==> src/rtl/led_sequencer.sv <==
// led_sequencer: LED pattern sequencer with programmable prescaler.
// Patterns: WALK, BOUNCE, FILL, BLINK. Optional global PWM dimmer is
// enabled by defining LED_SEQ_PWM_EN (adds the duty port and pwm counter).
module led_sequencer #(
    parameter int N_LEDS   = 4,
    parameter int TICK_DIV = 25000000,
    parameter int PWM_BITS = 4
) (
    input  logic                clk,
    input  logic                reset,
    input  logic                en,
    input  logic [1:0]          mode,
    input  logic                dir,
`ifdef LED_SEQ_PWM_EN
    input  logic [PWM_BITS-1:0] duty,
`endif
    output logic [N_LEDS-1:0]   leds,
    output logic                step
);

    localparam int CW = (TICK_DIV > 1) ? $clog2(TICK_DIV) : 1;
    localparam int PW = $clog2(N_LEDS);
    localparam logic [CW-1:0] CNT_LAST = CW'(TICK_DIV - 1);
    localparam logic [PW-1:0] POS_LAST = PW'(N_LEDS - 1);

    typedef enum logic [1:0] {
        M_WALK   = 2'b00,
        M_BOUNCE = 2'b01,
        M_FILL   = 2'b10,
        M_BLINK  = 2'b11
    } mode_t;

    if (N_LEDS < 2 || TICK_DIV < 1 || PWM_BITS < 1) begin : g_bad_params
        $error("led_sequencer: illegal parameter values");
    end

    logic [CW-1:0]     r_cnt;
    logic [PW-1:0]     r_pos;
    logic              r_up;
    logic              r_phase;
    mode_t             r_mode;
    logic [N_LEDS-1:0] r_leds;
    logic              r_step;

    logic              w_mode_chg;
    logic              w_tick;
    logic [CW-1:0]     w_cnt_nxt;
    logic [PW-1:0]     w_pos_nxt;
    logic              w_up_nxt;
    logic              w_phase_nxt;
    mode_t             w_mode_nxt;
    logic [N_LEDS-1:0] w_pat;
    logic              w_gate;

    // Next-state of the pattern engine, assuming the cycle is enabled.
    always_comb begin
        // NOTE: every signal gets a default first so no path leaves it unassigned (no latch).
        w_mode_chg  = (mode_t'(mode) != r_mode);
        w_tick      = (r_cnt == CNT_LAST) && !w_mode_chg;
        w_cnt_nxt   = r_cnt;
        w_pos_nxt   = r_pos;
        w_up_nxt    = r_up;
        w_phase_nxt = r_phase;
        w_mode_nxt  = r_mode;
        if (w_mode_chg) begin
            w_mode_nxt  = mode_t'(mode);
            w_cnt_nxt   = '0;
            w_pos_nxt   = '0;
            w_up_nxt    = 1'b1;
            w_phase_nxt = 1'b0;
        end else begin
            w_cnt_nxt = w_tick ? '0 : r_cnt + CW'(1);
            if (w_tick) begin
                case (r_mode)
                    M_WALK: begin
                        if (!dir) w_pos_nxt = (r_pos == POS_LAST) ? '0 : r_pos + PW'(1);
                        else      w_pos_nxt = (r_pos == '0) ? POS_LAST : r_pos - PW'(1);
                    end
                    M_BOUNCE: begin
                        if (r_up && r_pos == POS_LAST) begin
                            w_up_nxt  = 1'b0;
                            w_pos_nxt = POS_LAST - PW'(1);
                        end else if (!r_up && r_pos == '0) begin
                            w_up_nxt  = 1'b1;
                            w_pos_nxt = PW'(1);
                        end else begin
                            w_pos_nxt = r_up ? r_pos + PW'(1) : r_pos - PW'(1);
                        end
                    end
                    M_FILL:  w_pos_nxt   = (r_pos == POS_LAST) ? '0 : r_pos + PW'(1);
                    default: w_phase_nxt = ~r_phase;
                endcase
            end
        end
    end

    // Decode the LED pattern from the next-state values.
    always_comb begin
        w_pat = '0;
        for (int i = 0; i < N_LEDS; i++) begin
            case (w_mode_nxt)
                M_WALK, M_BOUNCE: w_pat[i] = (PW'(i) == w_pos_nxt);
                M_FILL:  w_pat[i] = dir ? (PW'(N_LEDS - 1 - i) <= w_pos_nxt)
                                        : (PW'(i) <= w_pos_nxt);
                default: w_pat[i] = w_phase_nxt;
            endcase
        end
    end

`ifdef LED_SEQ_PWM_EN
    logic [PWM_BITS-1:0] r_pwm;

    // Free-running dimmer counter, frozen while disabled.
    always_ff @(posedge clk or posedge reset) begin
        if (reset)   r_pwm <= '0;
        else if (en) r_pwm <= r_pwm + PWM_BITS'(1);
    end

    assign w_gate = (r_pwm < duty) | (&duty);
`else
    assign w_gate = 1'b1;
`endif

    // State and registered outputs; disabled cycles hold state and blank LEDs.
    always_ff @(posedge clk or posedge reset) begin
        if (reset) begin
            r_cnt   <= '0;
            r_pos   <= '0;
            r_up    <= 1'b1;
            r_phase <= 1'b0;
            r_mode  <= M_WALK;
            r_leds  <= '0;
            r_step  <= 1'b0;
        end else if (en) begin
            // NOTE: non-blocking assignments so every register samples pre-edge values.
            r_cnt   <= w_cnt_nxt;
            r_pos   <= w_pos_nxt;
            r_up    <= w_up_nxt;
            r_phase <= w_phase_nxt;
            r_mode  <= w_mode_nxt;
            r_leds  <= w_pat & {N_LEDS{w_gate}};
            r_step  <= w_tick;
        end else begin
            r_leds  <= '0;
            r_step  <= 1'b0;
        end
    end

    assign leds = r_leds;
    assign step = r_step;

endmodule

==> config.mk <==
export PLATFORM = sky130hd
export DESIGN_NAME = led_sequencer
export DESIGN_NICKNAME = d
export VERILOG_FILES = /design/src/rtl/led_sequencer.sv
export SDC_FILE = /design/constraint.sdc
export NUM_CORES = 1
export LEC_CHECK = 0
export CAP_MARGIN = 20
export CORE_MARGIN = 5
export CORE_UTILIZATION = 30
export CTS_CLUSTER_DIAMETER = 100
export DETAILED_ROUTE_END_ITERATION = 10
export PLACE_DENSITY = 0.46
export SYNTH_ARGS = -nofsm -noshare
export SYNTH_HDL_FRONTEND = slang
export SYNTH_SLANG_ARGS = --single-unit
==> constraint.sdc <==
create_clock -name clk -period 2.8 [get_ports clk]
set_input_delay 0.42 -clock clk [delete_from_list [all_inputs] [get_ports clk]]
set_output_delay 0.42 -clock clk [all_outputs]
set_load 0.05 [all_outputs]
# Word level (Yosys, flattened, before mapping)
# Index checks and enable logic that the tools add are counted.
# W data, S select, Z words.
[op_classes]
addsub = 3
multipliers = 0
div_mod_pow = 0
magnitude_cmp = 4
eq_ne = 10
shift = 0
muxes = 30
n_bitwise = 1
n_reduce_logical = 15
[op_table]
columns = ["cell", "count"]
rows = [
  ["$mux W25", 2],
  ["$add A25 B1 Y25 const B", 1],
  ["$eq A25 B25 Y1 const B", 1],
  ["$mux W2", 9],
  ["$mux W1", 13],
  ["$logic_not A2 Y1", 4],
  ["$pmux W1 S2", 4],
  ["$eq A2 B2 Y1 const B", 3],
  ["$pmux W2 S3", 1],
  ["$eq A2 B1 Y1 const B", 2],
  ["$eq A2 B2 Y1 const A", 2],
  ["$le A1 B2 Y1 const A", 2],
  ["$le A2 B2 Y1 const A", 2],
  ["$mux W4", 1],
  ["$reduce_and A4 Y1", 1],
  ["$reduce_bool A2 Y1", 2],
  ["$logic_and A1 B1 Y1", 3],
  ["$reduce_bool A3 Y1", 1],
  ["$reduce_or A3 Y1", 1],
  ["$add A2 B1 Y2 const B", 1],
  ["$eq A1 B2 Y1 const A", 1],
  ["$logic_not A1 Y1", 2],
  ["$ne A2 B2 Y1", 1],
  ["$reduce_or A2 Y1", 1],
  ["2 further kinds", 2],
]
[word_totals]
register_bits = 36
latch_bits = 0
ramBits = 0
romBits = 0
in_bits = 6
output_inout_bits = 5
n_memories = 0

# Logic depth before layout (Yosys ltp)
[depth]
word_depth = 11
mapped_depth = 8
ltp_nobuf = 8

# Worst setup path before layout
# No wires, ideal clock.
[synth_timing]
path_kind = "register to register"
start = "register r_cnt[7]"
end = "register r_leds[2] (netlist: leds[2])"
setup_ps = 111
arrival_ps = 2465
required_ps = 2689
slack_ps = 223
stages_incl_launch_ff = 7
n_path_buf = 0
period_less_slack_ps = 2577
cell_sequence = "dfrtp_1 -> or4_4 -> or4_4 -> or4_4 -> nor3_2 -> a221oi_2 -> a2111oi_2"
[synth_via]
elab_chain_cells = 8
elab_cells_between_ends = 12
classes_between = "2 x order compare; 2 x eq/ne; 7 x mux; 1 x reduce/logical"
[synth_lines]
columns = ["element", "line_no", "source"]
rows = [
  ["from (decl)", "37", "logic [CW-1:0] r_cnt;"],
  ["from (signal assigned)", "136", "r_cnt <= w_cnt_nxt;"],
  ["$eq A25 B25 Y1 *", "59", "w_tick = (r_cnt == CNT_LAST) && !w_mode_chg;"],
  ["$logic_and A1 B1 Y1 *", "59", ""],
  ["$mux W2", "73", "if (w_tick) begin"],
  ["$mux W2", "65", "if (w_mode_chg) begin"],
  ["$le A2 B2 Y1 or $le A1 B2 Y1 (tied branches)", "104, 103", ""],
  ["$mux W1", "103", "M_FILL: w_pat[i] = dir ? (PW'(N_LEDS - 1 - i) <= w_pos_nxt)"],
  ["$pmux W1 S2 *", "101", "case (w_mode_nxt)"],
  ["$mux W4 *", "134", "end else if (en) begin"],
  ["to (signal assigned)", "141", "r_leds <= w_pat & {N_LEDS{w_gate}};"],
  ["to (decl)", "42", "logic [N_LEDS-1:0] r_leds;"],
]
# Mark *: on every way between the ends. The rest lies on a longest branch, timed or not.
# A chain may end at the register's enable or synchronous reset.

# Worst setup path after layout
[layout_timing]
start = "register r_pos[1]"
end = "register r_leds[2] (netlist: leds[2])"
[layout_via]
elab_chain_cells = 11
elab_cells_between_ends = 21
classes_between = "2 x add/sub; 2 x order compare; 2 x eq/ne; 12 x mux; 3 x reduce/logical"
[layout_lines]
columns = ["element", "line_no", "source"]
rows = [
  ["from (decl)", "38", "logic [PW-1:0] r_pos;"],
  ["from (signal assigned)", "137", "r_pos <= w_pos_nxt;"],
  ["$sub A2 B1 Y2, or another cell as far along", "77, 87", ""],
  ["$mux W2 or $logic_and A1 B1 Y1 (tied branches)", "87, 83", ""],
  ["$mux W2", "83", "end else if (!r_up && r_pos == '0) begin"],
  ["$mux W2", "80", "if (r_up && r_pos == POS_LAST) begin"],
  ["$pmux W2 S3", "74", "case (r_mode)"],
  ["$mux W2 *", "73", ""],
  ["$mux W2 *", "65", ""],
  ["$le A2 B2 Y1 or $le A1 B2 Y1 (tied branches)", "104, 103", ""],
  ["$mux W1", "103", ""],
  ["$pmux W1 S2 *", "101", ""],
  ["$mux W4 *", "134", ""],
]
# Marked as above.

==> impl_metrics.py <==
metrics = {
    "logic_synthesis": {
        "synthArstFlopShare_pct": 100,
        "synth_most_common_cell": "dfrtp_1",
        "synth_top_area_share_pct": 41.9,
        "ys_seq_area_share_pct": 43.1,
        "synth_adder_area_share_pct": 1.79,
        "synth-compound-area-share_pct": 15.5,
        "synth_edf_count": 0,
        "avgSynthCellArea_um2": 9.10,
        "yosys-top-cells-count": "dfrtp_1 (35), nor2_1 (30), nand2_1 (23)",
        "synth.ff_latch_count": 36,
        "syn_area_um2": 2090,
        "synth_xor_xnor_area_share_pct": 7.54,
        "syn_inst": 230,
        "synth_top_family_by_area": "simple AND/OR/NAND/NOR gates",
        "synth-simple-area-share_pct": 27.3,
        "yosys.area.top_type": "dfrtp_1",
        "netlist_top_cells_area": "dfrtp_1 (42%), nor2_1 (5.4%), xor2_1 (4.6%)",
        "yosys_warnings": 0,
        "synth_cell_types": 51,
        "synth_nets": 239,
        "synthMuxAreaShare_pct": 1.61,
        "ys.flop_type": "dfrtp_1",
    },
    "worst_setup_path": {
        "critPathCaptureType": "flip-flop",
        "cp.required_ns": 2.98,
        "critPathCapture": "leds[2]",
        "path_class": "reg2reg",
        "cp-start-kind": "flip-flop",
        "r2r-start": "r_pos[1]",
        "rr_endpoint": "leds[2]",
        "crit_fanout": 4,
        "ff2ff_path_depth": 9,
        "reg2reg_setup_slack_ns": 0.14,
        "arrival_ns": 2.84,
        "worstSetupStartpoint": "r_pos[1]",
    },
    "clocking": {
        "cts-hold-fix-buffers": 0,
        "clk-insertion-delay-late_ns": 0.30,
        "path_clk_slew_ns": 0.09,
        "clock_sinks": 36,
        "cts_root_buf": "clkbuf_8",
        "clock_path_buffers": 2,
        "cts_buffers": 5,
        "cts_tree": "yes",
        "htree_num_levels": 2,
    },
    "global_routing": {
        "grt_start_max_net_pins": 23,
        "track_usage_pct": 12.4,
        "gr-total-overflow": 0,
        "grt_pass1_wl_mm": 8.61,
        "antenna_found_initial": 0,
        "grt_pass1_vias": 1763,
    },
    "floorplanning": {
        "core_area_um2": 6790,
        "die_w_um": 93.5,
        "rows": 30,
        "start_util_pct": 30.8,
        "die_h_um": 93.5,
        "io_pins": 11,
        "dieArea_um2": 8740,
    },
    "detailed_routing": {
        "postRouteAntennaNets": 0,
        "wl_per_cell_um": 14.5,
        "vias_per_cell": 5.01,
        "firstDrtPassIters": 4,
        "drc": 0,
        "vias": 1774,
        "routed_wl_mm": 5.12,
        "drt-initial-drc-count": 106,
    },
    "pwr": {
        "power.density_nw_per_um2": 458,
        "ir_worst_vdd_uv": 181,
        "leakagePower_uw": 0.00104,
    },
    "layout": {
        "fin_nets": 266,
        "ff_latch_area_um2": 902,
        "utilization_pct": 37.7,
        "fin_cells": 354,
        "multi_input_area_um2": 1150,
        "syn2layout_area_growth_pct": 22.4,
        "num-fill-cells": 684,
        "antenna_cells": 0,
        "drive_above_1_share_pct": 17.4,
    },
    "timing": {
        "slew_headroom_pct": 55.7,
        "tightest_slew_ns": 0.664,
        "hold_slack_ns": 0.508,
        "maxSlewViolCount": 0,
        "finalClockSkew_ns": 0.0125,
        "setup_viol": 0,
        "max_freq_ghz": 0.375,
        "fin_crit_sh_pct": 95.1,
        "rsz0062_at_grt": "false",
        "hold_viol": 0,
        "fin_crit_ns": 2.66,
        "fin_setup_tns_ns": 0,
    },
    "place": {
        "dp_hpwl_mm": 3.70,
        "dp_cells": 345,
        "gp_congestion": 0.810,
        "port_buffers": 10,
    },
    "min_path": {
        "min_path_type": "in2async",
    },
    "status": {
        "outcome": "completed",
    },
    "flow_run": {
        "drv_cap": 0,
    },
}
==> cell type report <==
cell class	count	share of cell area, %
clock buffers	5	2.69
clock inverters	3	1.66
inverters	10	1.47
multi-input cells	177	44.9
flip-flops and latches	36	35.2
well taps	96	4.69
repair buffers	27	9.38
==> worst min path at each step <==
stage | from | endpoint | slack, ns
3_3_place_gp | r_up | r_up | 0.51
2_1_floorplan | r_up | r_up | 0.48
3_5_place_dp | r_up | r_up | 0.50
5_1_grt | r_up | r_up | 0.53
4_1_cts | r_up | r_up | 0.52
6_report | reset | step | 0.51
==> layer usage <==
| layer | share of wire, % | track usage (%) | wire length [µm] | vias to the layer above |
|---|---|---|---|---|
| met3 | 4.1 | 2.90 | 210 | 7 |
| li1 | - | - | - | 880 |
| met2 | 44 | 17.5 | 2240 | 36 |
| met4 | 1.1 | 4.52 | 57 | 0 |
| met5 | 0 | 0 | 0 | - |
| met1 | 51 | 18.1 | 2620 | 851 |
==> through the flow <==
stage / setup WS, ns / total power [µW] / area (µm²)
after floorplan: 0.223 / 649 / 2090
after global placement: 0.179 / 711 / 2420
after detailed placement: 0.0977 / 712 / 2420
after CTS: 0.0602 / 1180 / 2530
after global routing: 0.00242 / 1220 / 2560
final: 0.136 / 1170 / 2560
==> cell usage in the layout, fill, tap and decap left out, types with 4 or more instances in the layout <==
master           instances
inv_1                   10
o21ai_0                 11
buf_4                   16
nor2_1                  30
nand3_1                  9
clkdlybuf4s50_1         10
or3_1                    4
xnor2_1                  7
nor2b_1                  4
dfrtp_1                 35
o31ai_1                  4
clkbuf_8                 5
xor2_1                  11
and3_1                   5
a21oi_1                  7
nand2_1                 23
nand4_1                  9
==> power by group <==
group / internal, µW / total [µW] / switching [µW]
registers: 536 / 552 / 16.5
logic: 60.0 / 150 / 90.3
clock network: 264 / 470 / 206
total: 859 / 1170 / 313
==> kinds of logic after synthesis <==
group | count (synthesis)
flops | 36
compound gates | 46
mux | 3
simple gates | 107
buf+inv | 17
xor+xnor | 18
fa+ha+maj | 3
==> flip-flops by register name, summed over array words and instances (netlist names) <==
name     count
r_cnt       25
leds         4
r_mode       2
r_pos        2
r_phase      1
r_up         1
step         1
==> critical path: stages, from the launching register on <==
cell and delay, ns:
dfrtp_1 0.39, inv_1 0.09, ha_1 0.32, or4b_2 0.64, a31oi_2 0.24, o2111ai_1 0.17, a21oi_2 0.18, buf_4 0.14
nor2_1 0.04, a2111oi_2 0.35
==> what timing repair did <==
item | 4_1_cts | 5_1_grt
resized for setup | 0 | 5
hold endpoints to repair | 0 | 0
setup buffers | 0 | 1
endpoints found under the setup margin | 0 | 1
Power figures use the tool's default switching activity.
